File: src/rtl/fifo_wptr_full.sv
// rtl/fifo_wptr_full.sv - async FIFO write-side pointer, Gray publish and full/level/overflow status
// Optional almost-full comparator: define FIFO_WPTR_AFULL_EN to build it; otherwise O_AFULL is tied low.
module fifo_wptr_full #(
  parameter int AW       = 4,
  parameter int AFULL_TH = 12
) (
  input  logic          I_CLK,
  input  logic          I_RST_N,
  input  logic          I_WR_EN,
  input  logic [AW:0]   I_RPTR_GRAY_SYNC,
  output logic          O_WEN,
  output logic [AW-1:0] O_WADDR,
  output logic [AW:0]   O_WPTR_GRAY,
  output logic          O_FULL,
  output logic [AW:0]   O_WLEVEL,
  output logic          O_AFULL,
  output logic          O_OVF
);

  if (AW < 2) begin : g_aw_chk
    $error("fifo_wptr_full: AW must be at least 2");
  end
  if ((AFULL_TH < 1) || (AFULL_TH > (1 << AW))) begin : g_th_chk
    $error("fifo_wptr_full: AFULL_TH must lie in 1..2^AW");
  end

  logic [AW:0] wbin;
  logic [AW:0] wbin_next;
  logic [AW:0] wgray_next;
  logic [AW:0] rbin;
  logic [AW:0] rgray_full;
  logic [AW:0] level_next;
  logic        full_next;

  // A write while full is dropped, so the pointer only moves on O_WEN.
  assign O_WEN      = I_WR_EN & ~O_FULL;
  assign wbin_next  = wbin + {{AW{1'b0}}, O_WEN};
  assign wgray_next = (wbin_next >> 1) ^ wbin_next;

  always_comb begin
    rbin = '0;
    for (int i = 0; i <= AW; i++) begin
      rbin[i] = ^(I_RPTR_GRAY_SYNC >> i);
    end
  end

  // Full when the write pointer sits one lap ahead: top two Gray bits inverted.
  assign rgray_full = {~I_RPTR_GRAY_SYNC[AW:AW-1], I_RPTR_GRAY_SYNC[AW-2:0]};
  assign full_next  = (wgray_next == rgray_full);
  assign level_next = wbin_next - rbin;

  always_ff @(posedge I_CLK or negedge I_RST_N) begin
    if (!I_RST_N) begin
      wbin        <= '0;
      O_WPTR_GRAY <= '0;
      O_FULL      <= 1'b0;
      O_WLEVEL    <= '0;
      O_OVF       <= 1'b0;
    end else begin
      wbin        <= wbin_next;
      O_WPTR_GRAY <= wgray_next;
      O_FULL      <= full_next;
      O_WLEVEL    <= level_next;
      O_OVF       <= O_OVF | (I_WR_EN & O_FULL);
    end
  end

  assign O_WADDR = wbin[AW-1:0];

`ifdef FIFO_WPTR_AFULL_EN
  localparam logic [AW:0] AFULL_TH_V = (AW+1)'(AFULL_TH);

  always_ff @(posedge I_CLK or negedge I_RST_N) begin
    if (!I_RST_N) begin
      O_AFULL <= 1'b0;
    end else begin
      O_AFULL <= (level_next >= AFULL_TH_V);
    end
  end
`else
  assign O_AFULL = 1'b0;
`endif

endmodule

File: config.mk
export PLATFORM = sky130hd
export DESIGN_NAME = fifo_wptr_full
export DESIGN_NICKNAME = d
export VERILOG_FILES = /design/src/rtl/fifo_wptr_full.sv
export SDC_FILE = /design/constraint.sdc
export NUM_CORES = 1
export LEC_CHECK = 0
export BUFFER_PORTS_ARGS = -buffer_cell sky130_fd_sc_hd__buf_2
export CORE_MARGIN = 5
export CORE_UTILIZATION = 30
export DETAILED_ROUTE_END_ITERATION = 6
export PLACE_DENSITY_LB_ADDON = 0.15
export SYNTH_ARGS = -nofsm -noshare
export SYNTH_HDL_FRONTEND = slang
export SYNTH_SLANG_ARGS = --single-unit
File: constraint.sdc
create_clock -name I_CLK -period 2.2 [get_ports I_CLK]
set_input_delay 0.11 -clock I_CLK [delete_from_list [all_inputs] [get_ports I_CLK]]
set_output_delay 0.11 -clock I_CLK [all_outputs]
set_load 0.02 [all_outputs]
==> summary.md, run 1 <==
| Metric | Value |
|---|---|
| Min-Delay Path Class | `input pin to flip-flop` |
| Share of layout cells above drive strength 1 | `0.425` |
| GRT Util Overall | `0.103` |
| Row cnt | `20` |
| Placement Cell Area | `around 1200 µm²` |
| Die area | `4410 µm²` |
| Warnings, synthesis | `0` |
| Crit-path slowest cell | `dfrtp_2` |
| Final wirelength | `2000 µm` |
| # diodes | `0` |
| Vias/cell | `4.34` |
| RePlAce Congestion | `0.760` |
| Sequential share of the synthesized area | `0.419` |
| Gr ovfl total | `0` |
| Critical path data required time | `about 2400 ps` |
| Max Slew Vio Count | `0` |
| Total CTS buffers | `3` |
| Period utilization | `0.945` |
| Number of global-route vias before repair | `720` |
| Post-DP HPWL | `between 1500 and 2000 µm` |
| P_leak | `roughly 0.61 nW` |
| Initial antenna violation count | `0` |
| Crit path cell chain | `nor2b_4 -> ha_4 -> inv_1 -> ha_2 -> fa_2 -> inv_1 -> and3_4 -> o32a_1 -> o22ai_2` |
| Synth Area in Adders | `0.0865` |
| Worst-Skew Late Latency | `between 200 and 300 ps` |
| Worst-case clock skew | `7.05 ps` |
| Vias | `681` |
| Max-cap violations | `0` |
| Input/output buffers | `24` |
| Top Family by Delay on Critical Path | `adder cells` |
| Per-cell routed wire length | `around 13 µm` |
| Post-Synth XOR/XNOR Area | `0.279` |
| Critical Path AT | `approximately 2300 ps` |
| Tot Pwr | `between 2 and 2.5 mW` |
| Clock root buffer | `clkbuf_4` |
| Final Hold Vio Count | `0` |
| CTS tree | `built` |
| Worst hold margin | `50.1 ps` |
| Iter 0 DRT Violations | `10` |
| First-pass GRT wire length | `~3400 µm` |
| Post-Syn Nets | `92` |
| Clk slew on worst S/H paths | `90 ps` |
| Crit Path Max Fanout | `4` |
| Fmax | `a little under 500 MHz` |
| Startpoint Class | `flip-flop` |
| Residual DRC | `0` |
| Largest net degree at the start of global routing | `17` |
| Cells after Synth | `78` |
| Core Region | `between 3000 and 4000 µm²` |
| Post-DRT Antenna Nets | `0` |
| Main combinational cell family by area after synthesis | `XOR/XNOR gates` |
| Final min period | `2080 ps` |
| Final worst slack | `about 120 ps` |
| Number of H-tree levels | `1` |
| CTS max path bufs | `2` |
| Complex-gate fraction of the synthesized area | `0.0970` |
| VDD IR-drop max | `between 0.0006 and 0.0007 V` |
| Util after Layout | `0.415` |
| Synth Area in Simple Gates | `0.0708` |
| Final #Nets | `about 130` |
| Die width | `66.4 µm` |
| Netlist cell types | `30` |
| DR pass1 iterations | `4` |
| Outcome | `finished, final reports clean` |
| Fin area | `1270 µm²` |
| Synthesized cell area | `~950 µm²` |
| Area grow syn2layout | `32.6%` |
| Most used cell, CP | `inv_1` |
| PwrDens | `1810 nW/µm²` |
| CP peak stage delay | `approximately 430 ps` |
| Syn_area_per_cell | `12.2 µm²` |
| Initial Util | `0.313` |
| WP buf/inv | `2` |
| Critical path class | `flip-flop to flip-flop` |
| TritonCTS Sinks | `16` |
| Setup violators final | `0` |
| Seq cells post-synth | `16` |
| Top Ports | `26` |
| Multiplexer area fraction after synthesis | `0` |
| RSZ-0062 raised after global routing | `no` |
| Setup WS pre-CTS | `-46.1 ps` |
| Die height | `approximately 66 µm` |
| Endpoint class of the critical path | `flip-flop` |
[cells by family after synthesis]
kind of cell | count (synthesis)
XOR/XNOR | 23
flip-flops | 16
AO/OA/AOI/OAI | 11
AND/OR/NAND/NOR | 11
buffers and inverters | 10
adder cells (fa/ha/maj) | 6
other | 1
[sequential cells by signal, summed over array words and instances (netlist names)]
register     cells
O_WPTR_GRAY      5
O_FULL           1
O_OVF            1
O_WLEVEL         5
wbin             4
[metal layers]
| metal | share of wire | wire length [µm] | up-vias | GRT usage |
|---|---|---|---|---|
| met2 | 0.51 | 1030 | 17 | 0.188 |
| met3 | 0.058 | 116 | 2 | 0.0374 |
| met1 | 0.42 | 844 | 329 | 0.111 |
| li1 | - | - | 333 | - |
| met4 | 0.0050 | 10 | 0 | 0.0228 |
| met5 | 0 | 0 | - | 0 |
[cell type report]
class | instances | area [µm²]
Clock buffer | 4 | 26.3
Fill cell | 314 | 1790
Inverter | 8 | 30.0
Multi-Input combinational cell | 52 | 563
Sequential cell | 16 | 402
Tap cell | 44 | 55.1
Timing Repair Buffer | 33 | 190
[synth_stat cells]
| cell type | count | area share |
|---|---|---|
| xor2_1 | 9 | 0.083 |
| a2111oi_2 | 1 | 0.016 |
| xnor3_4 | 1 | 0.028 |
| and3_1 | 1 | 0.0066 |
| nor2b_1 | 2 | 0.013 |
| xnor3_2 | 1 | 0.025 |
| or3_1 | 1 | 0.0066 |
| inv_1 | 8 | 0.031 |
| and3b_1 | 1 | 0.0092 |
| a21o_1 | 2 | 0.016 |
| fa_1 | 1 | 0.021 |
| buf_4 | 1 | 0.0079 |
| and3_4 | 1 | 0.012 |
| o211ai_1 | 1 | 0.0079 |
| o32a_1 | 1 | 0.010 |
| dfrtp_1 | 16 | 0.42 |
| ha_1 | 5 | 0.066 |
| o22ai_1 | 1 | 0.0066 |
| buf_1 | 1 | 0.0039 |
| o2bb2ai_1 | 1 | 0.0092 |
| nand2_1 | 2 | 0.0079 |
| o21ai_0 | 1 | 0.0052 |
| nor3_1 | 1 | 0.0052 |
| nand3_1 | 2 | 0.010 |
| xnor3_1 | 1 | 0.024 |
| xnor2_1 | 10 | 0.092 |
| conb_1 | 1 | 0.0039 |
| a221oi_1 | 2 | 0.018 |
| xnor2_4 | 1 | 0.029 |
| a21boi_0 | 1 | 0.0079 |
[path summary, 6_finish.rpt]
kind / start / to / slack (ps) / cells past startpoint
worst max-delay path: O_FULL$_DFF_PN0_ / O_WLEVEL[4]$_DFF_PN0_ / 120 / 9
worst min-delay path: I_WR_EN / O_OVF$_DFF_PN0_ / 50 / 2
worst max register to register: O_FULL$_DFF_PN0_ / O_WLEVEL[4]$_DFF_PN0_ / 120 / 9
worst min register to register: O_OVF$_DFF_PN0_ / O_OVF$_DFF_PN0_ / 450 / 1
max in group asynchronous: I_RST_N / O_FULL$_DFF_PN0_ / 1660 / 2
min in group asynchronous: I_RST_N / O_WLEVEL[1]$_DFF_PN0_ / 260 / 2
[power by group]
part,leakage [nW],internal (mW),switching [mW]
Clock,0.0150,0.0704,0.0885
Combinational,0.411,0.757,0.799
Sequential,0.188,0.460,0.121
Total,0.614,1.29,1.01
[layout by cell type, fill, tap and decap left out, drive strengths merged]
| cell type | count |
|---|---|
| a21o | 2 |
| clkbuf | 4 |
| o21ai | 1 |
| dlygate4sd3 | 1 |
| xnor2 | 11 |
| a2111oi | 1 |
| buf | 32 |
| o2bb2ai | 1 |
| xor2 | 9 |
| nand2 | 2 |
| conb | 1 |
| and3b | 1 |
| nand3 | 2 |
| ha | 5 |
| fa | 1 |
| nor2b | 2 |
| dfrtp | 16 |
| or3 | 1 |
| and3 | 2 |
| o32a | 1 |
| inv | 8 |
| xnor3 | 3 |
| a21boi | 1 |
| o22ai | 1 |
| nor3 | 1 |
| o211ai | 1 |
| a221oi | 2 |
[what timing repair did]
action,in CTS,in global routing
endpoints found under the setup margin,0,3
resized for setup,0,5
endpoints found under the hold margin,16,0
hold buffers,1,0
setup buffers,0,1
[through the flow]
step	instances	TNS, ps
floorplan	78	0
global placement	151	0
detailed placement	151	-46.1
CTS	156	0
global route	157	0
finish	157	0
No activity file was read; power rests on OpenSTA's default activity.
==> run 2, diff against run 1 <==
CORE_UTILIZATION = 46   (was 30)
SKIP_LAST_GASP = 1   (was unset)
==> run 2 against run 1 <==
  * Largest cell class unchanged
  * Worst hold slack better by 11 ps
  * Maximum frequency is 1.0% lower
  * Sequential power hardly changed
  * Die area is 30% lower
  * Clock power is 19% higher
  * Register-to-register slack worse by 20 ps
  * Cell count is 11% lower
  * Combinational power hardly changed
  * Largest power group unchanged
  * Global-route usage is 2.6 points higher
  * Count of clock-buffer cells in the layout stayed put
  * Worst setup slack worse by 21 ps
==> summary.md, run 2 (synthesis gave the netlist of run 1 again) <==
| Metric | Value |
|---|---|
| Outcome | `finished, final reports clean` |
| VDD IR-drop max | `0.00109 V (+58%)` |
| Worst-case clock skew | `9.08 ps (+2.03 ps)` |
| CTS tree | `built` |
| Worst Hold Launch | `I_WR_EN` |
| Hold endpoint | `O_OVF$_DFF_PN0_` |
| Final #Nets | `127 (-0.78%)` |
| Finished Layout Cells | `139 (-11%)` |
| Worst hold margin | `60.9 ps (+10.7 ps)` |
| Fmax | `476 MHz (-1.0%)` |
| Largest net degree at the start of global routing | `17 (unchanged)` |
| Iter 0 DRT Violations | `4 (-6)` |
| Die area | `3090 µm² (-30%)` |
| Initial antenna violation count | `0 (unchanged)` |
| RSZ-0062 raised after global routing | `yes` |
| Clock power share | `0.082 (+0.013)` |
| # diodes | `0 (unchanged)` |
| Period utilization | `0.955 (+0.00976)` |
| Critical Path AT | `2270 ps (-20 ps)` |
| Commonest non-fill, non-tap cells in the layout | `buf_2, dfrtp_1, xnor2_1, xor2_1, inv_1` |
| P_leak | `0.615 nW (+0.15%)` |
| Clock root buffer | `clkbuf_4` |
| Seq pwr share | `0.250 (-0.003)` |
| CP peak stage delay | `440 ps (about the same)` |
| GRT Util Overall | `0.128 (+0.0256)` |
| PwrDens | `1860 nW/µm² (+2.4%)` |
| Clk slew on worst S/H paths | `80 ps (about the same)` |
| Most common cell after layout, fill and taps aside | `buf_2` |
| Die height | `55.6 µm (-16%)` |
| GRT Max-Usage Layer | `met2` |
| Worst R2R Start | `O_FULL$_DFF_PN0_` |
| TritonCTS Sinks | `16 (unchanged)` |
| Gr ovfl total | `0 (unchanged)` |
| Max Slew Vio Count | `0 (unchanged)` |
| Vias | `660 (-3.1%)` |
| Setup violators final | `0 (unchanged)` |
| Min-Delay Path Class | `input pin to flip-flop` |
| Share of layout cells above drive strength 1 | `0.411 (-0.0141)` |
| FF-to-FF setup slack | `100 ps (-20 ps)` |
| Residual DRC | `0 (unchanged)` |
| Setup Buffers After CTS | `0 (unchanged)` |
| Critical path data required time | `2370 ps (-40 ps)` |
| Post-DP HPWL | `1510 µm (-4.6%)` |
| Placed Cells | `134 (-11%)` |
| First-pass GRT wire length | `3150 µm (-6.2%)` |
| Startpoint Class | `flip-flop` |
| Worst R2R End | `O_FULL$_DFF_PN0_` |
| Worst-Skew Late Latency | `280 ps (about the same)` |
| Final Hold Vio Count | `0 (unchanged)` |
| Endpoint class of the critical path | `flip-flop` |
| Internal power | `1.30 mW (+0.74%)` |
| Post-DRT Antenna Nets | `0 (unchanged)` |
| Initial Util | `0.487 (+0.174)` |
| Final wirelength | `1840 µm (-7.9%)` |
| Max-cap violations | `0 (unchanged)` |
| Biggest regs | `O_WLEVEL x5, O_WPTR_GRAY x5, wbin x4` |
| Switching Fraction | `0.439 (-0.000465)` |
| Number of global-route vias before repair | `689 (-4.3%)` |
| Crit-path slowest cell | `dfrtp_2` |
| RePlAce Congestion | `0.721 (-5.2%)` |
| Worst r2r path cells | `7 (-2)` |
| Area grow syn2layout | `30.4%` |
| Util after Layout | `0.635 (+0.220)` |
| Crit Path Max Fanout | `5 (+1)` |
| Vias/cell | `4.75 (+9.5%)` |
| Number of fillers in the final layout | `176 (-44%)` |
| Number of H-tree levels | `1 (unchanged)` |
| Comb pwr share | `0.668 (-0.010)` |
| Final min period | `2100 ps (+21.5 ps)` |
| Input/output buffers | `24 (unchanged)` |
| Top Ports | `26 (unchanged)` |
| Critical path class | `flip-flop to flip-flop` |
| DR pass1 iterations | `4 (unchanged)` |
| Per-cell routed wire length | `13.3 µm (+4.0%)` |
| Core Region | `1960 µm² (-36%)` |
| Switching Power | `1.01 mW (+0.55%)` |
| Row cnt | `16 (-20%)` |
| Hold path depth | `2 (unchanged)` |
| Die width | `55.6 µm (-16%)` |
| GR Util met1 | `0.142 (+0.0305)` |
| Crit path cell chain | `nor2b_4 -> ha_2 -> ha_4 -> and3b_1 -> o2bb2ai_2 -> xnor3_4 -> a2111oi_4` |
| CTS max path bufs | `2 (unchanged)` |
| M3 GR Usage | `0.0233 (-0.0141)` |
| Met2 global-route usage | `0.228 (+0.0397)` |
| Total CTS buffers | `3 (unchanged)` |
-- run 2: critical path, delay by kind of cell (launching register included) --
| kind | cells | cell delay [ps] |
|---|---|---|
| AOI/OAI and AO/OA | 2 | 450 |
| xor gates and xnor gates | 1 | 360 |
| adders and majority gates | 2 | 430 |
| DFF | 1 | 440 |
| and+or+nand+nor | 2 | 320 |
-- run 2: layout make-up --
| type | instances | area, µm² | area share |
|---|---|---|---|
| inverters | 8 | 30.0 | 0.0241 |
| flip-flops and latches | 16 | 402 | 0.323 |
| clock buffers | 4 | 36.3 | 0.0291 |
| repair buffers | 32 | 183 | 0.147 |
| well taps | 27 | 33.8 | 0.0271 |
| multi-input cells | 52 | 561 | 0.450 |
-- run 2: how the worst max path moves through the flow --
stage                                  endpoint                 from  cells after the start  slack [ps]
after floorplan           O_WLEVEL[3]$_DFF_PN0_     O_FULL$_DFF_PN0_                      8        0.05
after global placement    O_WLEVEL[4]$_DFF_PN0_  I_RPTR_GRAY_SYNC[3]                     10          30
after detailed placement  O_WLEVEL[4]$_DFF_PN0_  I_RPTR_GRAY_SYNC[3]                     10         -60
after CTS                      O_FULL$_DFF_PN0_     O_FULL$_DFF_PN0_                      7           7
after global routing           O_FULL$_DFF_PN0_     O_FULL$_DFF_PN0_                      7          -8
final                          O_FULL$_DFF_PN0_     O_FULL$_DFF_PN0_                      7         100
-- run 2: repair_timing --
item	4_1_cts	5_1_grt
setup endpoints to repair	1	2
resized for setup	1	2
hold endpoints to repair	16	0
hold buffers	1	0
pin swaps	0	1
-- run 2: power by group through the flow --
stage	Sequential (mW)	Clock, mW	Combinational (mW)
6_report	0.578	0.189	1.54
2_1_floorplan	0.755	0	0.880
3_5_place_dp	0.587	0	1.48
4_1_cts	0.580	0.198	1.52
3_3_place_gp	0.576	0	1.45
5_1_grt	0.597	0.212	1.67
-- run 2: metrics by stage --
step / area, µm² / setup WS [ps] / TNS [ps] / total power, mW
3_3_place_gp: 1170 / 34.0 / 0 / 2.03
4_1_cts: 1230 / 7.24 / 0 / 2.30
6_report: 1240 / 99.5 / 0 / 2.31
3_5_place_dp: 1170 / -57.2 / -78.8 / 2.07
2_1_floorplan: 978 / 0.0544 / 0 / 1.63
5_1_grt: 1240 / -8.36 / -8.36 / 2.48
-- run 2: layer usage --
layer | up-vias | routed length [µm]
met4 | 0 | 27
met5 | - | 0
met3 | 2 | 72
met1 | 315 | 770
met2 | 11 | 972
li1 | 332 | -
==> run 3, diff against run 2 <==
REMOVE_ABC_BUFFERS = 1   (was unset)
==> run 3 against run 2 <==
  * Clock power increased by 3%
  * Worst setup slack better by 16 ps
  * Critical path depth is 2 higher
  * First-iteration DRC count rose by 25%
  * Non-clock buffer count is 7 higher
  * Sequential share of layout area is 1.3 points lower
  * Critical endpoint is now O_WLEVEL[4]$_DFF_PN0_
==> summary.md, run 3 (synthesis gave the netlist of run 1 again) <==
| Metric | Value |
|---|---|
| Core Region | `1960 µm² (unchanged)` |
| RePlAce Congestion | `0.756 (+4.9%)` |
| TritonCTS Sinks | `16 (unchanged)` |
| Worst r2r path cells | `9 (+2)` |
| Worst R2R Start | `O_FULL$_DFF_PN0_` |
| Comb pwr share | `0.683 (+0.015)` |
| Biggest regs | `O_WLEVEL x5, O_WPTR_GRAY x5, wbin x4` |
| Initial antenna violation count | `0 (unchanged)` |
| Number of fillers in the final layout | `175 (-0.57%)` |
| Final #Nets | `134 (+5.5%)` |
| GRT Util Overall | `0.138 (+0.00982)` |
| Die area | `3090 µm² (unchanged)` |
| Number of H-tree levels | `1 (unchanged)` |
| Clock power share | `0.080 (-0.002)` |
| Period utilization | `0.948 (-0.00723)` |
| CTS max path bufs | `2 (unchanged)` |
| CTS tree | `built` |
| Share of layout cells above drive strength 1 | `0.454 (+0.0431)` |
| Largest net degree at the start of global routing | `17 (unchanged)` |
| Final Hold Vio Count | `0 (unchanged)` |
| FF-to-FF setup slack | `120 ps (+20 ps)` |
| Commonest non-fill, non-tap cells in the layout | `buf_2, dfrtp_1, buf_4, xnor2_1, xor2_1` |
| Critical path class | `flip-flop to flip-flop` |
| Total CTS buffers | `3 (unchanged)` |
| Number of global-route vias before repair | `760 (+10%)` |
| Most common cell after layout, fill and taps aside | `buf_2` |
| Multi-input logic area | `556 µm² (-0.89%)` |
| Endpoint class of the critical path | `flip-flop` |
| Area occupied by registers | `400 µm² (-0.31%)` |
| Hold endpoint | `O_OVF$_DFF_PN0_` |
| Iter 0 DRT Violations | `5 (+1)` |
| Input/output buffers | `24 (unchanged)` |
| Placed Cells | `140 (+4.5%)` |
| VDD IR-drop max | `0.000952 V (-13%)` |
| Clock root buffer | `clkbuf_4` |
| DR pass1 iterations | `2 (-2)` |
| Max-cap violations | `0 (unchanged)` |
| Top Ports | `26 (unchanged)` |
| Post-DRT Antenna Nets | `0 (unchanged)` |
| Max Slew Vio Count | `0 (unchanged)` |
| Vias | `708 (+7.3%)` |
| Post-DP HPWL | `1550 µm (+2.7%)` |
| Startpoint Class | `flip-flop` |
| P_leak | `0.650 nW (+5.6%)` |
| Worst-Skew Late Latency | `290 ps (about the same)` |
| Setup violators final | `0 (unchanged)` |
| Fmax | `480 MHz (+0.76%)` |
| Crit Path Max Fanout | `4 (-1)` |
| Hold path depth | `2 (unchanged)` |
| Gr ovfl total | `0 (unchanged)` |
| Worst R2R End | `O_WLEVEL[4]$_DFF_PN0_` |
| Finished Layout Cells | `146 (+5.0%)` |
| Critical path data required time | `2420 ps (+50 ps)` |
| Clk slew on worst S/H paths | `100 ps (+20 ps)` |
| Critical Path AT | `2310 ps (+40 ps)` |
| First-pass GRT wire length | `3380 µm (+7.5%)` |
| Seq pwr share | `0.237 (-0.013)` |
| Internal power | `1.38 mW (+6.1%)` |
| Switching Fraction | `0.432 (-0.00681)` |
| Worst-case clock skew | `14.8 ps (+5.74 ps)` |
| PwrDens | `1880 nW/µm² (+1.1%)` |
| Per-cell routed wire length | `13.9 µm (+5.0%)` |
| Die width | `55.6 µm (unchanged)` |
| # diodes | `0 (unchanged)` |
| Switching Power | `1.05 mW (+3.2%)` |
| Vias/cell | `4.85 (+2.1%)` |
| Die height | `55.6 µm (unchanged)` |
| Outcome | `finished, final reports clean` |
| Initial Util | `0.487 (unchanged)` |
| Crit path from | `O_FULL$_DFF_PN0_` |
| Row cnt | `16 (unchanged)` |
| Worst Hold Launch | `I_WR_EN` |
| Min-Delay Path Class | `input pin to flip-flop` |
| Final wirelength | `2030 µm (+10%)` |
| Tot Pwr | `2.42 mW (+4.8%)` |
| Final min period | `2080 ps (-15.9 ps)` |
| Area grow syn2layout | `35.3%` |
| Residual DRC | `0 (unchanged)` |
## run 3: cell types whose count changed in the layout (fill, tap and decap cells not counted), sizes merged
cell and delta:
buf +7
## run 3: worst max path at each step
stage | slack (ps) | cells after the start | to
final | 120 | 9 | O_WLEVEL[4]$_DFF_PN0_
after global routing | -10 | 7 | O_FULL$_DFF_PN0_
after CTS | 50 | 7 | O_FULL$_DFF_PN0_
after detailed placement | -50 | 10 | O_WLEVEL[4]$_DFF_PN0_
after global placement | -30 | 10 | O_WLEVEL[4]$_DFF_PN0_
after floorplan | -380 | 8 | O_WLEVEL[3]$_DFF_PN0_
## run 3: cell type report
cell class / instances / area share
Multi-Input combinational cell: 52 / 0.430
Timing Repair Buffer: 39 / 0.182
Inverter: 8 / 0.0233
Tap cell: 27 / 0.0262
Sequential cell: 16 / 0.310
Clock buffer: 4 / 0.0281
## run 3: critical path, stage by stage (launching register included)
cell     delay (ps)
dfrtp_1         380
nor2b_1         140
ha_1            300
inv_1            80
ha_2            200
fa_2            220
inv_1            60
and3_4          140
o32a_1          340
o22ai_2         170
## run 3: power groups by stage
stage	Clock (mW)	Sequential [mW]	Combinational (mW)
2_1_floorplan	0	0.758	0.826
3_3_place_gp	0	0.566	1.50
4_1_cts	0.202	0.568	1.54
3_5_place_dp	0	0.575	1.52
6_report	0.194	0.573	1.65
5_1_grt	0.214	0.593	1.81
## run 3: stage by stage
step / cell area (µm²) / util / hold WS (ps) / setup slack (ps) / TNS (ps)
global placement: 1190 / 0.609 / 31.8 / -31.2 / -31.2
global route: 1290 / 0.658 / 40.3 / -13.3 / -24.1
finish: 1290 / 0.658 / 50.2 / 115 / 0
CTS: 1240 / 0.634 / 38.5 / 45.9 / 0
detailed placement: 1190 / 0.609 / 44.8 / -50.4 / -50.4
floorplan: 943 / - / -186 / -383 / -1110
## run 3: what timing repair did
item                                    CTS  global route
hold buffers                              1             0
endpoints found under the setup margin    1             3
endpoints found under the hold margin    16             0
setup buffers                             0             1
gates resized for setup                   1             8
pin swaps                                 0             2
## run 3: layer usage
metal | vias up | GRT usage | wire length [µm] | part of all wire
met5 | - | 0 | 0 | 0
met4 | 0 | 0.0833 | 46 | 0.023
met3 | 4 | 0.0233 | 74 | 0.036
met2 | 15 | 0.230 | 1090 | 0.54
met1 | 343 | 0.165 | 818 | 0.40
li1 | 346 | - | - | -
